### src/rtl/pwm_pkg.sv
// Shared definitions for the PWM sequencer: register map, timebase widths,
// sequencer states and the per-channel output rule.
package pwm_pkg;

  localparam logic [6:0] ADDR_EN_OUT_LO = 7'h00;
  localparam logic [6:0] ADDR_EN_OUT_HI = 7'h01;
  localparam logic [6:0] ADDR_EN_PWM_LO = 7'h02;
  localparam logic [6:0] ADDR_EN_PWM_HI = 7'h03;
  localparam logic [6:0] ADDR_DUTY      = 7'h04;

  localparam int STEP_W = 8;
  localparam logic [STEP_W-1:0] DUTY_FULL = 8'hFF;
  localparam logic [STEP_W-1:0] STEP_LAST = 8'hFF;

  typedef enum logic [1:0] {
    IDLE   = 2'd0,
    RUN    = 2'd1,
    COMMIT = 2'd2
  } pwm_state_e;

  // Full-duty code means 100% on, so the last step of the period is not dropped.
  function automatic logic chan_level(input logic en_o, input logic en_p,
                                      input logic [STEP_W-1:0] step,
                                      input logic [STEP_W-1:0] duty);
    return en_o & (~en_p | (duty == DUTY_FULL) | (step < duty));
  endfunction

endpackage

### src/rtl/pwm_prescaler.sv
// Divides clk down to one tick per PWM step; clr holds the count at zero.
module pwm_prescaler #(
  parameter int unsigned PRESCALE = 13
) (
  input  logic clk,
  input  logic rst,
  input  logic clr,
  output logic tick
);

  localparam int CNT_W = (PRESCALE > 1) ? $clog2(PRESCALE) : 1;
  localparam logic [CNT_W-1:0] CNT_LAST = CNT_W'(PRESCALE - 1);

  logic [CNT_W-1:0] cnt;

  always_ff @(posedge clk or posedge rst) begin
    if (rst) begin
      cnt <= '0;
    end else if (clr || (cnt == CNT_LAST)) begin
      cnt <= '0;
    end else begin
      cnt <= cnt + CNT_W'(1);
    end
  end

  assign tick = ~clr & (cnt == CNT_LAST);

endmodule

### src/rtl/pwm_sequencer.sv
// 16-channel PWM output stage: shadow register file written over valid/ready,
// copied to the active set only at a period boundary or on force_update.
module pwm_sequencer
  import pwm_pkg::*;
#(
  parameter int unsigned PRESCALE = 13,
  parameter int          NUM_CH   = 16
) (
  input  logic              clk,
  input  logic              rst,
  input  logic              wr_valid,
  output logic              wr_ready,
  input  logic [6:0]        wr_addr,
  input  logic [7:0]        wr_data,
  input  logic              force_update,
  output logic [NUM_CH-1:0] pwm_out,
  output logic              frame_start,
  output logic              pending,
  output logic              bad_addr,
  output pwm_state_e        dbg_state
);

  // Handshake: a write transfers on a rising clk edge where wr_valid && wr_ready;
  // the requester must hold wr_addr/wr_data/wr_valid stable until then.
  // wr_ready is low only during the single COMMIT cycle.

  logic [NUM_CH-1:0] sh_en_out, sh_en_pwm, act_en_out, act_en_pwm;
  logic [STEP_W-1:0] sh_duty, act_duty, step;
  pwm_state_e        state;
  logic              tick, wr_fire, addr_ok, wrap;

  pwm_prescaler #(.PRESCALE(PRESCALE)) u_prescaler (
    .clk  (clk),
    .rst  (rst),
    .clr  (state != RUN),
    .tick (tick)
  );

  assign wr_fire   = wr_valid & wr_ready;
  assign addr_ok   = (wr_addr <= ADDR_DUTY);
  assign wrap      = tick & (step == STEP_LAST);
  assign dbg_state = state;

  always_ff @(posedge clk or posedge rst) begin
    if (rst) begin
      sh_en_out   <= '0;
      sh_en_pwm   <= '0;
      sh_duty     <= '0;
      act_en_out  <= '0;
      act_en_pwm  <= '0;
      act_duty    <= '0;
      step        <= '0;
      pwm_out     <= '0;
      frame_start <= 1'b0;
      pending     <= 1'b0;
      bad_addr    <= 1'b0;
      wr_ready    <= 1'b1;
      state       <= IDLE;
    end else begin
      frame_start <= 1'b0;
      bad_addr    <= wr_fire & ~addr_ok;

      // A write on the COMMIT entry edge lands in the shadow set before the copy.
      if (wr_fire && addr_ok) begin
        pending <= 1'b1;
        case (wr_addr)
          ADDR_EN_OUT_LO: sh_en_out[7:0]  <= wr_data;
          ADDR_EN_OUT_HI: sh_en_out[15:8] <= wr_data;
          ADDR_EN_PWM_LO: sh_en_pwm[7:0]  <= wr_data;
          ADDR_EN_PWM_HI: sh_en_pwm[15:8] <= wr_data;
          ADDR_DUTY:      sh_duty         <= wr_data;
          default: ;
        endcase
      end

      for (int i = 0; i < NUM_CH; i++) begin
        pwm_out[i] <= chan_level(act_en_out[i], act_en_pwm[i], step, act_duty);
      end

      case (state)
        IDLE: begin
          if (force_update || pending) begin
            state    <= COMMIT;
            wr_ready <= 1'b0;
          end
        end
        RUN: begin
          if (force_update || (pending && wrap)) begin
            state    <= COMMIT;
            wr_ready <= 1'b0;
            step     <= '0;
          end else if (tick) begin
            step        <= step + 1'b1;
            frame_start <= wrap;
          end
        end
        COMMIT: begin
          act_en_out <= sh_en_out;
          act_en_pwm <= sh_en_pwm;
          act_duty   <= sh_duty;
          pending    <= 1'b0;
          wr_ready   <= 1'b1;
          step       <= '0;
          if (sh_en_out != '0) begin
            state       <= RUN;
            frame_start <= 1'b1;
          end else begin
            state <= IDLE;
          end
        end
        default: state <= IDLE;
      endcase
    end
  end

endmodule

### config.mk
export PLATFORM = sky130hd
export DESIGN_NAME = pwm_sequencer
export DESIGN_NICKNAME = d
export VERILOG_FILES = /design/src/rtl/pwm_pkg.sv /design/src/rtl/pwm_prescaler.sv /design/src/rtl/pwm_sequencer.sv
export SDC_FILE = /design/constraint.sdc
export NUM_CORES = 1
export LEC_CHECK = 0
export ABC_AREA = 1
export CELL_PAD_IN_SITES_DETAIL_PLACEMENT = 0
export CELL_PAD_IN_SITES_GLOBAL_PLACEMENT = 1
export CORE_AREA = 3 3 107 109
export CTS_CLUSTER_SIZE = 28
export DETAILED_ROUTE_END_ITERATION = 7
export DIE_AREA = 0 0 110 112
export GPL_TIMING_DRIVEN = 0
export PLACE_DENSITY_LB_ADDON = 0.1
export SLEW_MARGIN = 20
export SYNTH_ARGS = -nofsm -noshare
export SYNTH_HDL_FRONTEND = slang
export SYNTH_SLANG_ARGS = --single-unit
### constraint.sdc
create_clock -name clk -period 8 [get_ports clk]
set_input_delay 1.2 -clock clk [delete_from_list [all_inputs] [get_ports clk]]
set_output_delay 1.2 -clock clk [all_outputs]
set_load 0.02 [all_outputs]
==> flow_metrics.py <==
metrics = {
    "sta": {
        "holdWs_ps": 470,
        "fin_ws_ps": 5150,
        "setup_viol": 0,
        "finalCriticalPeriod_ps": 2850,
        "finalSetupTns_ps": 0,
        "drv_slew": 0,
        "rsz0062_at_grt": "false",
        "tightest_slew_ps": 534,
        "hold_violations": 0,
        "timing.final.crit_share_pct": 35.7,
        "fin_skew_ps": 9.85,
        "relSlewSlack_pct": 64.4,
        "fmax_mhz": 350,
    },
    "setup_path": {
        "arrival_ps": 1650,
        "critical_path_buf_inv_count": 1,
        "crit_type": "flop to output port",
        "cp_cell_sequence": "clkdlybuf4s50_1",
        "crit_family": "buffers and inverters",
        "cp-end-kind": "output port",
        "critPathSlowestCell": "clkdlybuf4s50_1",
        "required_ps": 6800,
        "cp-start-kind": "flop",
        "max_stage_delay_ps": 600,
        "cp_max_fo": 3,
    },
    "logic_synthesis": {
        "ys_ff_latch": 114,
        "syn_nets": 604,
        "syn_area_sq_um": 5030,
        "avgSynthCellArea_sq_um": 8.81,
        "yosysUniqueCellTypes": 28,
        "syn_inst": 571,
        "yosysSeqAreaShare_pct": 56.7,
        "synth-warning-count": 0,
    },
    "global_route": {
        "grt_pass1_vias": 3888,
        "antenna_found_initial": 0,
        "grt_max_degree": 77,
        "grt_usage_pct": 20.8,
        "overflow": 0,
        "grt_pass1_wl_um": 19400,
    },
    "flow_run": {
        "maxCapViolCount": 0,
    },
    "power": {
        "ir_worst_vdd_v": 0.000141,
        "p_leak_nw": 3.01,
        "cellPowerDensity_nw_per_um2": 270,
    },
    "run_status": {
        "status": "finished clean",
    },
    "cts": {
        "hold_buffers": 0,
        "cts_resized": 0,
        "clock_sinks": 114,
        "cts_tree": "yes",
        "cts_max_level": 4,
        "clk_pin_slew_worst_paths_ps": 50,
        "cts-root-buf": "clkbuf_8",
        "worstSkewPairLatency_ps": 510,
        "cts_setup_buffers": 0,
        "cts_buffer_depth": 2,
        "cts_buffers": 17,
    },
    "floorplanning": {
        "num_rows": 38,
        "die-area_sq_um": 12300,
        "die_h_um": 112,
        "start_util_pct": 47.0,
        "die_w_um": 110,
        "core_sq_um": 10700,
        "io-pin-count": 41,
    },
    "cells_and_area": {
        "layout_commonest_cell": "nand2_1",
        "drive_gt1_share_pct": 8.55,
        "stdcell_count": 783,
        "area_growth_pct": 24.1,
        "mostFrequentLayoutCells": "nand2_1 (159), dfrtp_1 (113), inv_1 (73), o21ai_0 (65), nor2_1 (45)",
        "nets": 664,
        "fin_util_pct": 58.4,
        "antenna_cells": 0,
    },
    "hold_path": {
        "hold_path.class": "flop to flop",
    },
    "drt": {
        "drt_wl_total_um": 11700,
        "firstDrtPassIters": 5,
        "avgRoutedWirePerCell_um": 14.9,
        "antenna_left": 0,
        "drc": 0,
        "avgViaCountPerCell": 5.03,
        "drt_iter0_drc": 233,
        "vias": 3939,
    },
    "placed_design": {
        "place_ws_ps": 4880,
        "dp.cells": 752,
        "finalWeightedCongestion": 0.824,
        "portBuffers": 40,
        "hpwl_um": 8450,
    },
}
==> layer usage <==
layer / part of all wire, % / GRT usage [%] / routed length, um / up-vias
met5: 0 / 0 / 0 / -
met4: 1.0 / 6.65 / 119 / 0
met3: 5.6 / 5.10 / 651 / 9
met2: 45 / 30.1 / 5290 / 103
met1: 48 / 30.7 / 5630 / 1893
li1: - / - / - / 1934
==> where the power goes <==
part           internal, mW  switching, mW
combinational        0.0808          0.210
sequential            0.602         0.0226
clock                 0.517          0.252
==> kinds of logic (layout without fill, tap and decap cells) <==
logic type / count (synthesis) / in the layout / share of synthesized area [%]
adders and majority gates: 14 / 14 / 3.48
and+or+nand+nor: 248 / 248 / 21.4
DFF: 114 / 114 / 56.7
AOI/OAI and AO/OA: 93 / 93 / 9.88
buffers and inverters: 96 / 168 / 7.49
xor gates and xnor gates: 6 / 6 / 1.04
==> metrics by stage <==
| stage | instance area [sq um] | total power, mW |
|---|---|---|
| 2_1_floorplan | 5030 | 0.815 |
| 6_report | 6240 | 1.68 |
| 4_1_cts | 6240 | 1.70 |
| 5_1_grt | 6240 | 1.77 |
| 3_3_place_gp | 5610 | 0.923 |
| 3_5_place_dp | 5640 | 0.931 |
==> state kept, by name, indices dropped and copies added, names as in the netlist <==
| signal | count |
|---|---|
| act_duty | 8 |
| wr_ready | 1 |
| act_en_pwm | 16 |
| sh_en_out | 16 |
| bad_addr | 1 |
| dbg_state | 2 |
| sh_duty | 8 |
| act_en_out | 16 |
| sh_en_pwm | 16 |
| frame_start | 1 |
| pwm_out | 16 |
| u_prescaler.cnt | 4 |
| step | 8 |
| pending | 1 |
==> worst paths after layout <==
path	start	end	slack (ps)	depth (start not counted)
max	wr_ready$_DFFE_PP1P_	wr_ready	5150	1
min	sh_en_pwm[12]$_DFFE_PP0P_	sh_en_pwm[12]$_DFFE_PP0P_	470	2
max reg2reg	dbg_state[0]$_DFFE_PP0P_	act_duty[1]$_DFFE_PP0P_	5680	7
min reg2reg	sh_en_pwm[12]$_DFFE_PP0P_	sh_en_pwm[12]$_DFFE_PP0P_	470	2
max in group asynchronous	rst	sh_duty[0]$_DFFE_PP0P_	6250	3
min in group asynchronous	rst	pwm_out[8]$_DFF_PP0_	1070	2
==> cell type report <==
cell class                 instances  area, sq um
inverter                          77          294
fill                             973         4450
tap                              140          175
multi-input combinational        361         1800
clock buffer                      20          445
timing repair buffer              41          428
sequential                       114         2850
clock inverter                    11          160
buffer                            19         87.6
==> synth_stat cells (all sizes together) <==
cell	number	share of area [%]
nand2	161	12
dfrtp	113	56
inv	77	5.7
o21ai	69	6.9
nor2	45	3.4
a21oi	21	2.3
nand4	21	2.6
ha	14	3.5
nand3	14	1.9
clkbuf	11	0.82
buf	8	0.92
nor3	3	0.30
xnor2	3	0.52
xor2	3	0.52
nor4	2	0.85
or2	2	0.25
a211oi	1	0.40
a21boi	1	0.15
dfstp	1	0.52
o21a	1	0.15
==> worst min-delay path: stages, from the launching register on <==
cell,delay [ps]
dfrtp_1,340
nand2_1,60
nand2_1,50
(Power assumes the default switching activity.)
